File: src/rtl/lane_collision_scanner.sv
// Time-multiplexed frog-vs-car collision scanner: snapshots the frame on i_Start,
// tests one lane per clock with half-open AABB overlap (optional screen wrap), then publishes the results.
module lane_collision_scanner #(
  parameter int NUM_LANES = 6,
  parameter int X_W       = 10,
  parameter int Y_W       = 9,
  parameter int FROG_SIZE = 32,
  parameter int CAR_W     = 32,
  parameter int LANE_H    = 32,
  parameter int SCREEN_W  = 640,
  parameter int WRAP_EN   = 1,
  parameter logic [NUM_LANES*Y_W-1:0] LANE_Y =
    {9'd352, 9'd320, 9'd288, 9'd160, 9'd128, 9'd96},
  localparam int LANE_IDX_W = (NUM_LANES > 1) ? $clog2(NUM_LANES) : 1
) (
  input  logic                     i_Clk,
  input  logic                     i_Rst_L,
  input  logic                     i_Start,
  input  logic [X_W-1:0]           i_Frog_X,
  input  logic [Y_W-1:0]           i_Frog_Y,
  input  logic [NUM_LANES*X_W-1:0] i_Car_X,
  input  logic [NUM_LANES-1:0]     i_Lane_En,
  output logic                     o_Busy,
  output logic                     o_Done,
  output logic                     o_Has_Collided,
  output logic [NUM_LANES-1:0]     o_Hit_Mask,
  output logic [LANE_IDX_W-1:0]    o_Hit_Lane
);

  typedef enum logic [1:0] {IDLE, SCAN, DONE} state_t;

  localparam logic [X_W:0] CAR_W_X    = (X_W+1)'(CAR_W);
  localparam logic [X_W:0] FROG_W_X   = (X_W+1)'(FROG_SIZE);
  localparam logic [X_W:0] SCREEN_W_X = (X_W+1)'(SCREEN_W);
  localparam logic [Y_W:0] LANE_H_Y   = (Y_W+1)'(LANE_H);
  localparam logic [Y_W:0] FROG_H_Y   = (Y_W+1)'(FROG_SIZE);

  state_t                   r_state, w_next_state;
  logic [LANE_IDX_W-1:0]    r_lane;
  logic [X_W-1:0]           r_frog_x;
  logic [Y_W-1:0]           r_frog_y;
  logic [NUM_LANES*X_W-1:0] r_car_x;
  logic [NUM_LANES-1:0]     r_lane_en;
  logic [NUM_LANES-1:0]     r_mask;
  logic                     r_done;
  logic                     r_has_collided;
  logic [NUM_LANES-1:0]     r_hit_mask;
  logic [LANE_IDX_W-1:0]    r_hit_lane;

  // Overlap test for the lane currently addressed by r_lane, at one extra bit of width.
  logic [X_W-1:0] w_car_x;
  logic [Y_W-1:0] w_lane_y;
  logic [X_W:0]   w_fx, w_cx, w_car_right, w_frog_right;
  logic [Y_W:0]   w_fy, w_ly, w_lane_bottom, w_frog_bottom;
  logic           w_x_main, w_x_wrap, w_y_hit, w_hit;
  logic [LANE_IDX_W-1:0] w_first_hit;

  assign w_car_x       = r_car_x[int'(r_lane)*X_W +: X_W];
  assign w_lane_y      = LANE_Y[int'(r_lane)*Y_W +: Y_W];
  assign w_fx          = {1'b0, r_frog_x};
  assign w_cx          = {1'b0, w_car_x};
  assign w_fy          = {1'b0, r_frog_y};
  assign w_ly          = {1'b0, w_lane_y};
  assign w_car_right   = w_cx + CAR_W_X;
  assign w_frog_right  = w_fx + FROG_W_X;
  assign w_lane_bottom = w_ly + LANE_H_Y;
  assign w_frog_bottom = w_fy + FROG_H_Y;

  assign w_x_main = (w_fx < w_car_right) && (w_cx < w_frog_right);
  // The wrapped tail of a car re-enters at X=0 and ends at car_right-SCREEN_W.
  assign w_x_wrap = (WRAP_EN != 0) && (w_car_right > SCREEN_W_X) &&
                    (w_fx < (w_car_right - SCREEN_W_X));
  assign w_y_hit  = (w_fy < w_lane_bottom) && (w_ly < w_frog_bottom);
  assign w_hit    = r_lane_en[r_lane] && (w_x_main || w_x_wrap) && w_y_hit;

  always_comb begin
    // NOTE: every combinational output gets a default first so no latch is inferred.
    w_first_hit = '0;
    for (int i = NUM_LANES - 1; i >= 0; i--) begin
      if (r_mask[i]) w_first_hit = LANE_IDX_W'(i);
    end
  end

  always_comb begin
    w_next_state = r_state;
    case (r_state)
      IDLE:    if (i_Start) w_next_state = SCAN;
      SCAN:    if (r_lane == LANE_IDX_W'(NUM_LANES - 1)) w_next_state = DONE;
      DONE:    w_next_state = IDLE;
      default: w_next_state = IDLE;
    endcase
  end

  // NOTE: sequential state uses non-blocking assignments; reset is synchronous, sampled on the clock edge.
  always_ff @(posedge i_Clk) begin
    if (!i_Rst_L) r_state <= IDLE;
    else          r_state <= w_next_state;
  end

  always_ff @(posedge i_Clk) begin
    if (!i_Rst_L) begin
      r_lane         <= '0;
      r_frog_x       <= '0;
      r_frog_y       <= '0;
      r_car_x        <= '0;
      r_lane_en      <= '0;
      r_mask         <= '0;
      r_done         <= 1'b0;
      r_has_collided <= 1'b0;
      r_hit_mask     <= '0;
      r_hit_lane     <= '0;
    end else begin
      r_done <= 1'b0;
      case (r_state)
        IDLE: if (i_Start) begin
          r_frog_x  <= i_Frog_X;
          r_frog_y  <= i_Frog_Y;
          r_car_x   <= i_Car_X;
          r_lane_en <= i_Lane_En;
          r_lane    <= '0;
          r_mask    <= '0;
        end
        SCAN: begin
          r_mask[r_lane] <= w_hit;
          r_lane         <= r_lane + 1'b1;
        end
        DONE: begin
          r_done         <= 1'b1;
          r_hit_mask     <= r_mask;
          r_has_collided <= |r_mask;
          r_hit_lane     <= w_first_hit;
        end
        default: ;
      endcase
    end
  end

  assign o_Busy         = (r_state == SCAN);
  assign o_Done         = r_done;
  assign o_Has_Collided = r_has_collided;
  assign o_Hit_Mask     = r_hit_mask;
  assign o_Hit_Lane     = r_hit_lane;

endmodule

File: config.mk
export PLATFORM = sky130hd
export DESIGN_NAME = lane_collision_scanner
export DESIGN_NICKNAME = d
export VERILOG_FILES = /design/src/rtl/lane_collision_scanner.sv
export SDC_FILE = /design/constraint.sdc
export NUM_CORES = 1
export LEC_CHECK = 0
export ABC_AREA = 1
export BUFFER_PORTS_ARGS = -buffer_cell sky130_fd_sc_hd__buf_2
export CORE_UTILIZATION = 50
export CTS_BUF_LIST = sky130_fd_sc_hd__clkbuf_4
export CTS_CLUSTER_DIAMETER = 40
export DETAILED_ROUTE_END_ITERATION = 6
export PLACE_DENSITY = 0.73
export RECOVER_POWER = 100
export SLEW_MARGIN = 25
export SYNTH_ARGS = -nofsm -noshare
export SYNTH_HDL_FRONTEND = slang
export SYNTH_SLANG_ARGS = --single-unit
File: constraint.sdc
create_clock -name i_Clk -period 4.6 [get_ports i_Clk]
set_input_delay 0.23 -clock i_Clk [delete_from_list [all_inputs] [get_ports i_Clk]]
set_output_delay 0.23 -clock i_Clk [all_outputs]
set_load 0.02 [all_outputs]
After elaboration in Yosys (flattened, before gate mapping)
Index checks and enable logic that the tools add are counted.

storage, ports and cells
  input port bits = 88
  word-level logic and storage cells = 66
  output and inout port bits = 12
  flip-flop bits (word level) = 107

operators by class
  reduce and logical (&&, ||, !) cells = 13
  $lt $le $gt $ge = 8
  multiplexer cells = 19
  add/sub/neg operators = 6
  $mul = 2
  equality and inequality tests = 5
  shift-type cells = 2

operators by type and width
  kind                       number
  $shiftx A60 B8 Y10         1
  $shiftx A54 B8 Y9 const A  1
  $lt A10 B11 Y1             3
  $add A10 B6 Y11 const B    2
  $mux W3                    7
  $add A9 B6 Y10 const B     2
  $lt A9 B10 Y1              2
  $pmux W6 S2                1
  $gt A11 B10 Y1 const B     1
  $sub A11 B10 Y11 const B   1
  $mul A3 B4 Y7 const B      1
  $bwmux W6                  1
  $logic_and A1 B1 Y1        6
  $mul A3 B3 Y6 const B      1
  $mux W6                    1
  $pmux W3 S2                1
  $reduce_and A2 Y1          3
  $reduce_or A6 Y1           1
  $lt A3 B4 Y1 const B       1
  $mux W2                    2
  $pmux W2 S2                1
  $add A3 B1 Y3 const B      1
  $bmux W1 S3                1
  $demux W1 S3               1
  other kinds (10)           12

Depth between registers and ports, before layout
Gate-level depths: netlist of run 1.

  depth in word-level cells = 11
  mapped depth = 24
  mapped depth without buffers = 23

Worst setup path before layout of run 1
OpenSTA, ideal clock, no wires.

  path type = reg2reg
  start = register r_lane[0]
  end = register r_mask[0]
  period minus slack after synthesis = 2.810 ns
  stages on the path, launching flop included = 24
  data arrival time = 2.687 ns
  required time = 4.477 ns
  setup time = 0.123 ns
  path slack = 1.790 ns
  buffers on the path = 1
  cell sequence = dfxtp_1 inv_2 buf_6 nand2_1 nand2_1 nand2_1 nand2_1 nand2_1 nand2_1 ha_1 xor2_1 ha_1 ha_1 nand2_1 inv_1 nand2_1 nand2_1 nand2_1 nand2_1 nand2_1 nand2_1 nand2_2 nand2_4 a21oi_2

between the ends
  cells in the longest elaborated chain, start to end = 11
  elaborated cells between the ends (all ways) = 28
  classes of those cells = add/sub: 3; mul: 2; order compare: 8; shift: 2; mux: 6; reduce/logical: 7

ends and longest elaborated chain
  element                            line  RTL
  start: declaration                 39    logic [LANE_IDX_W-1:0] r_lane;
  start signal: assignment           125   r_lane <= r_lane + 1'b1;
  $mul A3 B3 Y6                      58    assign w_car_x = r_car_x[int'(r_lane)*X_W +: X_W];
  $shiftx A60 B8 Y10                 58
  $add A10 B6 Y11                    64    assign w_car_right = w_cx + CAR_W_X;
  $sub A11 B10 Y11                   72    (w_fx < (w_car_right - SCREEN_W_X));
  $lt A10 B11 Y1                     72
  $logic_and A1 B1 Y1                71    assign w_x_wrap = (WRAP_EN != 0) && (w_car_right > SCREEN_W_X) &&
  $logic_or A1 B1 Y1                 74    assign w_hit = r_lane_en[r_lane] && (w_x_main || w_x_wrap) && w_y_hit;
  $logic_and A1 B1 Y1 (2 in series)  74
  $bwmux W6 *                        124   r_mask[r_lane] <= w_hit;
  $pmux W6 S2 *                      114   case (r_state)
  end signal: indexed assignment     124
  end: declaration                   44    logic [NUM_LANES-1:0] r_mask;

Mark *: on every way between the ends. The rest lies on a longest branch, timed or not. The select of a mux whose other input is x is not followed.
A chain may end at the register's enable or synchronous reset.

Final worst setup path of run 1
  start = register r_lane[0]
  end = register r_mask[2]

The elaborated chain is that of the path after synthesis.

==> results.sh, run 1 <==
export IMPL_power_mw=1.95
export IMPL_core_area_mm2=0.0104
export IMPL_antenna_found_initial=1
export IMPL_clock_sinks=107
export IMPL_clockRootBuffer="clkbuf_4"
export IMPL_period_share=0.819
export IMPL_setup_viol=0
export IMPL_cp_slowest_cell="clkbuf_1"
export IMPL_crit_required_ns=5.00
export IMPL_cpMostUsedCell="nand2_1"
export IMPL_routabilityCongestion=0.919
export IMPL_place_ws_ns=1.28
export IMPL_critPathKind="flip-flop to flip-flop"
export IMPL_drtAntennaViolNets=0
export IMPL_synth_seq_cells=107
export IMPL_critPathBufInv=1
export IMPL_hpwl_um=9990
export IMPL_synth_edf_count=0
export IMPL_fin_tns_setup_ns=0
export IMPL_drc_errors=0
export IMPL_critPathTopFamily="simple AND/OR/NAND/NOR gates"
export IMPL_start_util=0.520
export IMPL_min_delay_path_depth=3
export IMPL_hold_path_class="input port to flip-flop"
export IMPL_violations="max-capacitance violations, max-slew violations"
export IMPL_htree_levels=3
export IMPL_fin_crit_ns=3.77
export IMPL_holdPathEnd="r_frog_y[7]"
export IMPL_syn_inst=763
export IMPL_synth_nets=885
export IMPL_grt_use_total=0.258
export IMPL_grt_max_degree=122
export IMPL_cts_tree="built"
export IMPL_reg2reg_slack_ns=0.83
export IMPL_vias_per_cell=5.20
export IMPL_max_freq_ghz=0.266
export IMPL_synth_area_leaders="dfxtp_1 (40%), nor2_1 (9.8%), o21ai_0 (9.6%), ha_1 (7.9%), nand2_1 (7.4%)"
export IMPL_die_area_mm2=0.0112
export IMPL_num_rows=37
export IMPL_p_leak_nw=2.89
export IMPL_ys_types=40
export IMPL_maxSlewHeadroom=-0.517
export IMPL_worstMarginPinSlew_ns=2.28
export IMPL_peakVddDrop_v=0.000181
export IMPL_area_growth_pct=15.5
export IMPL_drive_gt1_frac=0.141
export IMPL_rsz0062_at_grt="no"
export IMPL_die_x_um=106
export IMPL_post_cts_setup_buffer_count=0
export IMPL_wire_per_inst_um=13.6
export IMPL_hold_start="i_Frog_Y[7]"
export IMPL_ys_flop_type="dfxtp_1"
export IMPL_reg2reg_depth=20
export IMPL_outcome="finished, violations left"
export IMPL_critPathMaxFanout=19
export IMPL_ctsLongestPathBuffers=2
export IMPL_avgSynthCellArea_um2=7.10
export IMPL_clock_skew_ns=0.0124
export IMPL_die_h_um=106
export IMPL_num_vias=5213
export IMPL_place_area_mm2=0.00597
export IMPL_fin_nets=982
export IMPL_synth_area_leader_cell="dfxtp_1"
export IMPL_grt_pass1_wl_um=23000
export IMPL_crit_chain="clkbuf_1 -> nand2_1 -> nand2_1 -> nand2_1 -> nand2_1 -> nand2_1 -> nand2_1 -> ha_1 -> xor2_1 -> ha_1 -> ha_1 -> a21oi_1 -> nand2_1 -> nand2_1 -> nand2_1 -> nand2_1 -> nand2_1 -> nand2_2 -> nand2_4 -> a21oi_1"
export IMPL_maxSlewViolCount=177
export IMPL_r2r_start="r_lane[0]"
export IMPL_boundaryPins=100
export IMPL_worstSetupEndpointType="flip-flop"
export IMPL_syn_area_mm2=0.00541
export IMPL_r2r_end="r_mask[2]"
export IMPL_drtIter0Drc=373
export IMPL_ys_async_sr_fraction=0
export IMPL_synth_top_area_share=0.396
export IMPL_timing_final_ws_setup_ns=0.835
export IMPL_clk_pin_slew_worst_paths_ns=0.16
export IMPL_drt_wl_total_um=13600
export IMPL_final_common_cell="nor2_1"
export IMPL_ys_warn_count=0
export IMPL_hold_viol=0
export IMPL_hold_ws_ns=0.0193
export IMPL_final_cell_mix="nor2_1 (142), nand2_1 (107), dfxtp_1 (107), o21ai_0 (104), buf_2 (87)"
export IMPL_grt_pass1_vias=4902
export IMPL_synth_seq_area_share=0.396
export IMPL_dr_pass1_iters=5
export IMPL_setup_worst_path_start_class="flip-flop"
export IMPL_cts_buffers=9
export IMPL_power_density_mw_per_mm2=311
export IMPL_cp_arrival_ns=4.17
export IMPL_grt_overflow=0
export IMPL_design_area_mm2=0.00625
export IMPL_clk_insertion_delay_late_ns=0.46
export IMPL_postCtsHoldBufs=19
export IMPL_drv_cap=2
export IMPL_post_cts_resized=0
export IMPL_max_stage_delay_ns=0.64
export IMPL_portBuffers=99
logic make-up after synthesis:
group | count (synthesis) | synth area share
AND/OR/NAND/NOR | 303 | 0.232
flip-flops | 107 | 0.396
adder cells (fa/ha/maj) | 34 | 0.0786
buffers and inverters | 116 | 0.0841
XOR/XNOR | 10 | 0.0176
AO/OA/AOI/OAI | 193 | 0.192
worst reg2reg max path, delay by kind of cell, from the launching register on:
family                   cells  cell delay, ns
XOR/XNOR                     1            0.41
flip-flops                   1            0.53
AND/OR/NAND/NOR             13            1.00
adder cells (fa/ha/maj)      3            0.85
AO/OA/AOI/OAI                2            0.28
buffers and inverters        1            0.64
state kept, by name, summed over array words and instances (netlist names):
name,cells
r_car_x,60
r_lane_en,6
o_Has_Collided,1
r_state,2
r_lane,3
o_Done,1
o_Hit_Lane,3
r_mask,6
o_Hit_Mask,6
r_frog_x,10
r_frog_y,9
area by class of cell:
| cell class | count | area (um2) |
|---|---|---|
| diodes | 1 | 2.50 |
| clock buffers | 9 | 67.6 |
| clock inverters | 7 | 67.6 |
| fillers | 1003 | 4170 |
| inverters | 80 | 300 |
| multi-input cells | 540 | 2810 |
| flip-flops and latches | 107 | 2140 |
| well taps | 136 | 170 |
| repair buffers | 122 | 691 |
routing by layer:
| layer | global-route usage | wire length, um |
|---|---|---|
| met4 | 0.108 | 309 |
| met1 | 0.346 | 6400 |
| met2 | 0.413 | 6140 |
| met3 | 0.0386 | 750 |
| met5 | 0 | 0 |
worst max path at each step:
stage	start	end	slack, ns	cells past startpoint
4_1_cts	r_lane[2]	r_mask[1]	1.23	19
3_3_place_gp	r_lane[2]	r_mask[0]	1.43	21
3_5_place_dp	r_lane[2]	r_mask[1]	1.28	21
2_1_floorplan	r_lane[0]	r_mask[0]	1.79	23
6_report	r_lane[0]	r_mask[2]	0.83	20
5_1_grt	r_lane[0]	r_mask[2]	0.48	20
power by group:
part	internal (mW)	switching [mW]
Clock	0.165	0.310
Combinational	0.173	0.262
Sequential	0.992	0.0437
Total	1.33	0.616
cell usage after synthesis, types with 6 or more instances:
cell type	n
o21ai_0	104
inv_1	75
nand3_1	28
clkbuf_1	27
dfxtp_1	107
xor2_1	6
nor2_1	142
o22ai_1	7
ha_1	34
nand2_1	107
a21oi_1	59
a21oi_2	7
nor3_1	8
metrics by stage:
stage	utilization	instances
2_1_floorplan	-	763
3_5_place_dp	0.573	966
4_1_cts	0.604	1001
6_report	0.600	1002
3_3_place_gp	0.573	966
5_1_grt	0.600	1002
No activity file was read; power rests on OpenSTA's default activity.
==> run 2: changes to the inputs <==
--- a/config.mk
+++ b/config.mk
@@ -11,7 +11,7 @@
 export CTS_BUF_LIST = sky130_fd_sc_hd__clkbuf_4
 export CTS_CLUSTER_DIAMETER = 40
 export DETAILED_ROUTE_END_ITERATION = 6
-export PLACE_DENSITY = 0.73
+export PLACE_DENSITY = 0.76
 export RECOVER_POWER = 100
 export SLEW_MARGIN = 25
 export SYNTH_ARGS = -nofsm -noshare
==> constraint.sdc (replaced) <==
create_clock -name i_Clk -period 3.3 [get_ports i_Clk]
set_input_delay 0.165 -clock i_Clk [delete_from_list [all_inputs] [get_ports i_Clk]]
set_output_delay 0.165 -clock i_Clk [all_outputs]
set_load 0.02 [all_outputs]
==> run 2 against run 1 <==
The run ends with max-capacitance violations left. Clock power rose by 25%. Total power rose by 39%. Clock skew rose by 0.00081 ns. Setup slack got worse by 0.50 ns. Count of clock-buffer cells in the layout rose by 2. Hold slack barely moved. Final area rose by 9.5%. Critical path depth rose by 1. Flip-flop and latch count did not move. Die area did not move. First-iteration DRC count rose by 14%.
==> results.sh, run 2 (synthesis gave the netlist of run 1 again) <==
export IMPL_setup_worst_path_start_class="flip-flop"
export IMPL_p_clk_frac=0.219
export IMPL_cpMostUsedCell="nand2_1"
export IMPL_boundaryPins=100
export IMPL_multi_input_area_mm2=0.00280
export IMPL_rsz0062_at_grt="no"
export IMPL_power_density_mw_per_mm2=396
export IMPL_violations="max-capacitance violations"
export IMPL_drtAntennaViolNets=0
export IMPL_p_leak_nw=3.15
export IMPL_wire_per_inst_um=14.2
export IMPL_start_util=0.520
export IMPL_outcome="finished, violations left"
export IMPL_final_util=0.657
export IMPL_n_fill_cell=925
export IMPL_register_area_mm2=0.00214
export IMPL_final_cell_mix="nor2_1 (142), nand2_1 (107), dfxtp_1 (105), o21ai_0 (104), buf_2 (87)"
export IMPL_core_area_mm2=0.0104
export IMPL_cp_slowest_cell="dfxtp_1"
export IMPL_r2r_end="r_mask[3]"
export IMPL_setup_viol=0
export IMPL_drt_wl_total_um=15100
export IMPL_num_vias=5560
export IMPL_drive_gt1_frac=0.142
export IMPL_cp_arrival_ns=3.35
export IMPL_clk_pin_slew_worst_paths_ns=0.16
export IMPL_cts_tree="built"
export IMPL_vias_per_cell=5.23
export IMPL_final_common_cell="nor2_1"
export IMPL_p_switching_mw=0.868
export IMPL_cts_buffers=9
export IMPL_die_x_um=106
export IMPL_crit_required_ns=3.69
export IMPL_power_internal_mw=1.84
export IMPL_worstSetupEndpointType="flip-flop"
export IMPL_drc_errors=0
export IMPL_crit_path_start="r_lane[2]"
export IMPL_largest_register="r_car_x"
export IMPL_die_h_um=106
export IMPL_reg2reg_slack_ns=0.34
export IMPL_maxSlewHeadroom=0.0118
export IMPL_drv_cap=1
export IMPL_max_freq_ghz=0.337
export IMPL_top_regs="r_car_x: 60 flops, r_frog_x: 10 flops, r_frog_y: 9 flops"
export IMPL_grt_overflow=0
export IMPL_hpwl_um=10200
export IMPL_swShare=0.320
export IMPL_max_stage_delay_ns=0.39
export IMPL_drtIter0Drc=424
export IMPL_dr_pass1_iters=5
export IMPL_fin_crit_ns=2.96
export IMPL_crit_chain="buf_4 -> nor2_2 -> nand3_1 -> nand2_1 -> inv_1 -> nand2_1 -> ha_1 -> xor2_1 -> ha_1 -> ha_1 -> nand2_1 -> inv_1 -> nand2_1 -> nand2_1 -> nand2_1 -> nand2_1 -> nand2_1 -> nand2_1 -> nand2_2 -> nand2_4 -> a21oi_1"
export IMPL_htree_levels=3
export IMPL_critPathMaxFanout=7
export IMPL_grt_pass1_wl_um=24900
export IMPL_peakVddDrop_v=0.000236
export IMPL_pwr_share_seq=0.532
export IMPL_area_growth_pct=26.4
export IMPL_routabilityCongestion=0.980
export IMPL_reg2reg_depth=21
export IMPL_ctsLongestPathBuffers=2
export IMPL_critPathKind="flip-flop to flip-flop"
export IMPL_largest_reg_flops=60
export IMPL_clockRootBuffer="clkbuf_4"
export IMPL_r2r_start="r_lane[2]"
export IMPL_die_area_mm2=0.0112
export IMPL_fin_cells=1063
export IMPL_clock_skew_ns=0.0132
export IMPL_fin_tns_setup_ns=0
export IMPL_maxSlewViolCount=0
export IMPL_dp_cells=973
export IMPL_post_cts_setup_buffer_count=0
export IMPL_num_rows=37
export IMPL_clock_sinks=107
export IMPL_clk_insertion_delay_late_ns=0.45
export IMPL_crit_path_end="r_mask[3]"
export IMPL_grt_pass1_vias=5391
export IMPL_min_delay_path_depth=3
export IMPL_p_comb_frac=0.250
export IMPL_period_share=0.898
export IMPL_grt_max_degree=76
export IMPL_hold_viol=0
export IMPL_hold_path_class="input port to flip-flop"
export IMPL_portBuffers=99
export IMPL_antenna_found_initial=0
export IMPL_worstMarginPinSlew_ns=1.48
export IMPL_diodes=0
export IMPL_grt_use_total=0.280
export IMPL_fin_nets=1044
## run 2: cell count changes in the layout (fill, tap and decap cells not counted), sizes merged
cell / previous run / this run
diode: 1 / 0
bufinv: 1 / 0
dlygate4sd3: 19 / 74
inv: 80 / 79
buf: 88 / 97
## run 2: through the flow
| step | cell area, um2 | worst slack [ns] | total power [mW] | hold WS, ns |
|---|---|---|---|---|
| 6_report | 6840 | 0.336 | 2.71 | 0.0192 |
| 5_1_grt | 6840 | 0.0623 | 2.87 | 0.0327 |
| 4_1_cts | 6890 | 0.194 | 2.71 | 0.00294 |
| 3_5_place_dp | 6030 | 0.238 | 2.07 | 0.424 |
| 3_3_place_gp | 6030 | 0.348 | 2.04 | 0.415 |
| 2_1_floorplan | 5410 | 0.490 | 1.88 | 0.332 |
## run 2: how the worst min path moves through the flow
| stage | from | end | slack (ns) |
|---|---|---|---|
| floorplan | i_Car_X[12] | r_car_x[12] | 0.33 |
| global placement | i_Car_X[39] | r_car_x[39] | 0.42 |
| detailed placement | i_Frog_Y[5] | r_frog_y[5] | 0.42 |
| CTS | i_Car_X[48] | r_car_x[48] | 0.003 |
| global route | i_Car_X[18] | r_car_x[18] | 0.03 |
| finish | i_Car_X[1] | r_car_x[1] | 0.02 |
## run 2: power groups by stage
stage	Sequential, mW	Combinational [mW]	Clock, mW
2_1_floorplan	1.45	0.429	0
3_3_place_gp	1.47	0.577	0
3_5_place_dp	1.47	0.601	0
4_1_cts	1.44	0.671	0.597
5_1_grt	1.45	0.772	0.647
6_report	1.44	0.677	0.592
## run 2: what timing repair did
action / CTS / global route
hold buffers: 74 / 0
resized for setup: 0 / 3
endpoints found under the setup margin: 0 / 6
hold endpoints to repair: 74 / 0
## run 2: cell type report
class | instances | share of cell area
inverter | 80 | 0.0439
timing repair buffer | 184 | 0.192
clock inverter | 5 | 0.00439
tap | 136 | 0.0249
sequential | 107 | 0.313
multi-input combinational | 540 | 0.409
clock buffer | 11 | 0.0121
## run 2: worst max-delay path: cells and delay by family (launching register included)
| kind | cells | cell delay [ns] |
|---|---|---|
| xor gates and xnor gates | 1 | 0.22 |
| adders and majority gates | 3 | 0.78 |
| and+or+nand+nor | 13 | 1.09 |
| DFF | 1 | 0.39 |
| AOI/OAI and AO/OA | 1 | 0.15 |
| buffers and inverters | 3 | 0.26 |
## run 2: per-layer routing
| metal | up-vias | routed length [um] | global-route usage |
|---|---|---|---|
| met4 | 0 | 344 | 0.103 |
| met1 | 2522 | 6610 | 0.348 |
| met5 | - | 0 | 0 |
| met2 | 192 | 7270 | 0.494 |
| li1 | 2810 | - | - |
| met3 | 36 | 845 | 0.0374 |
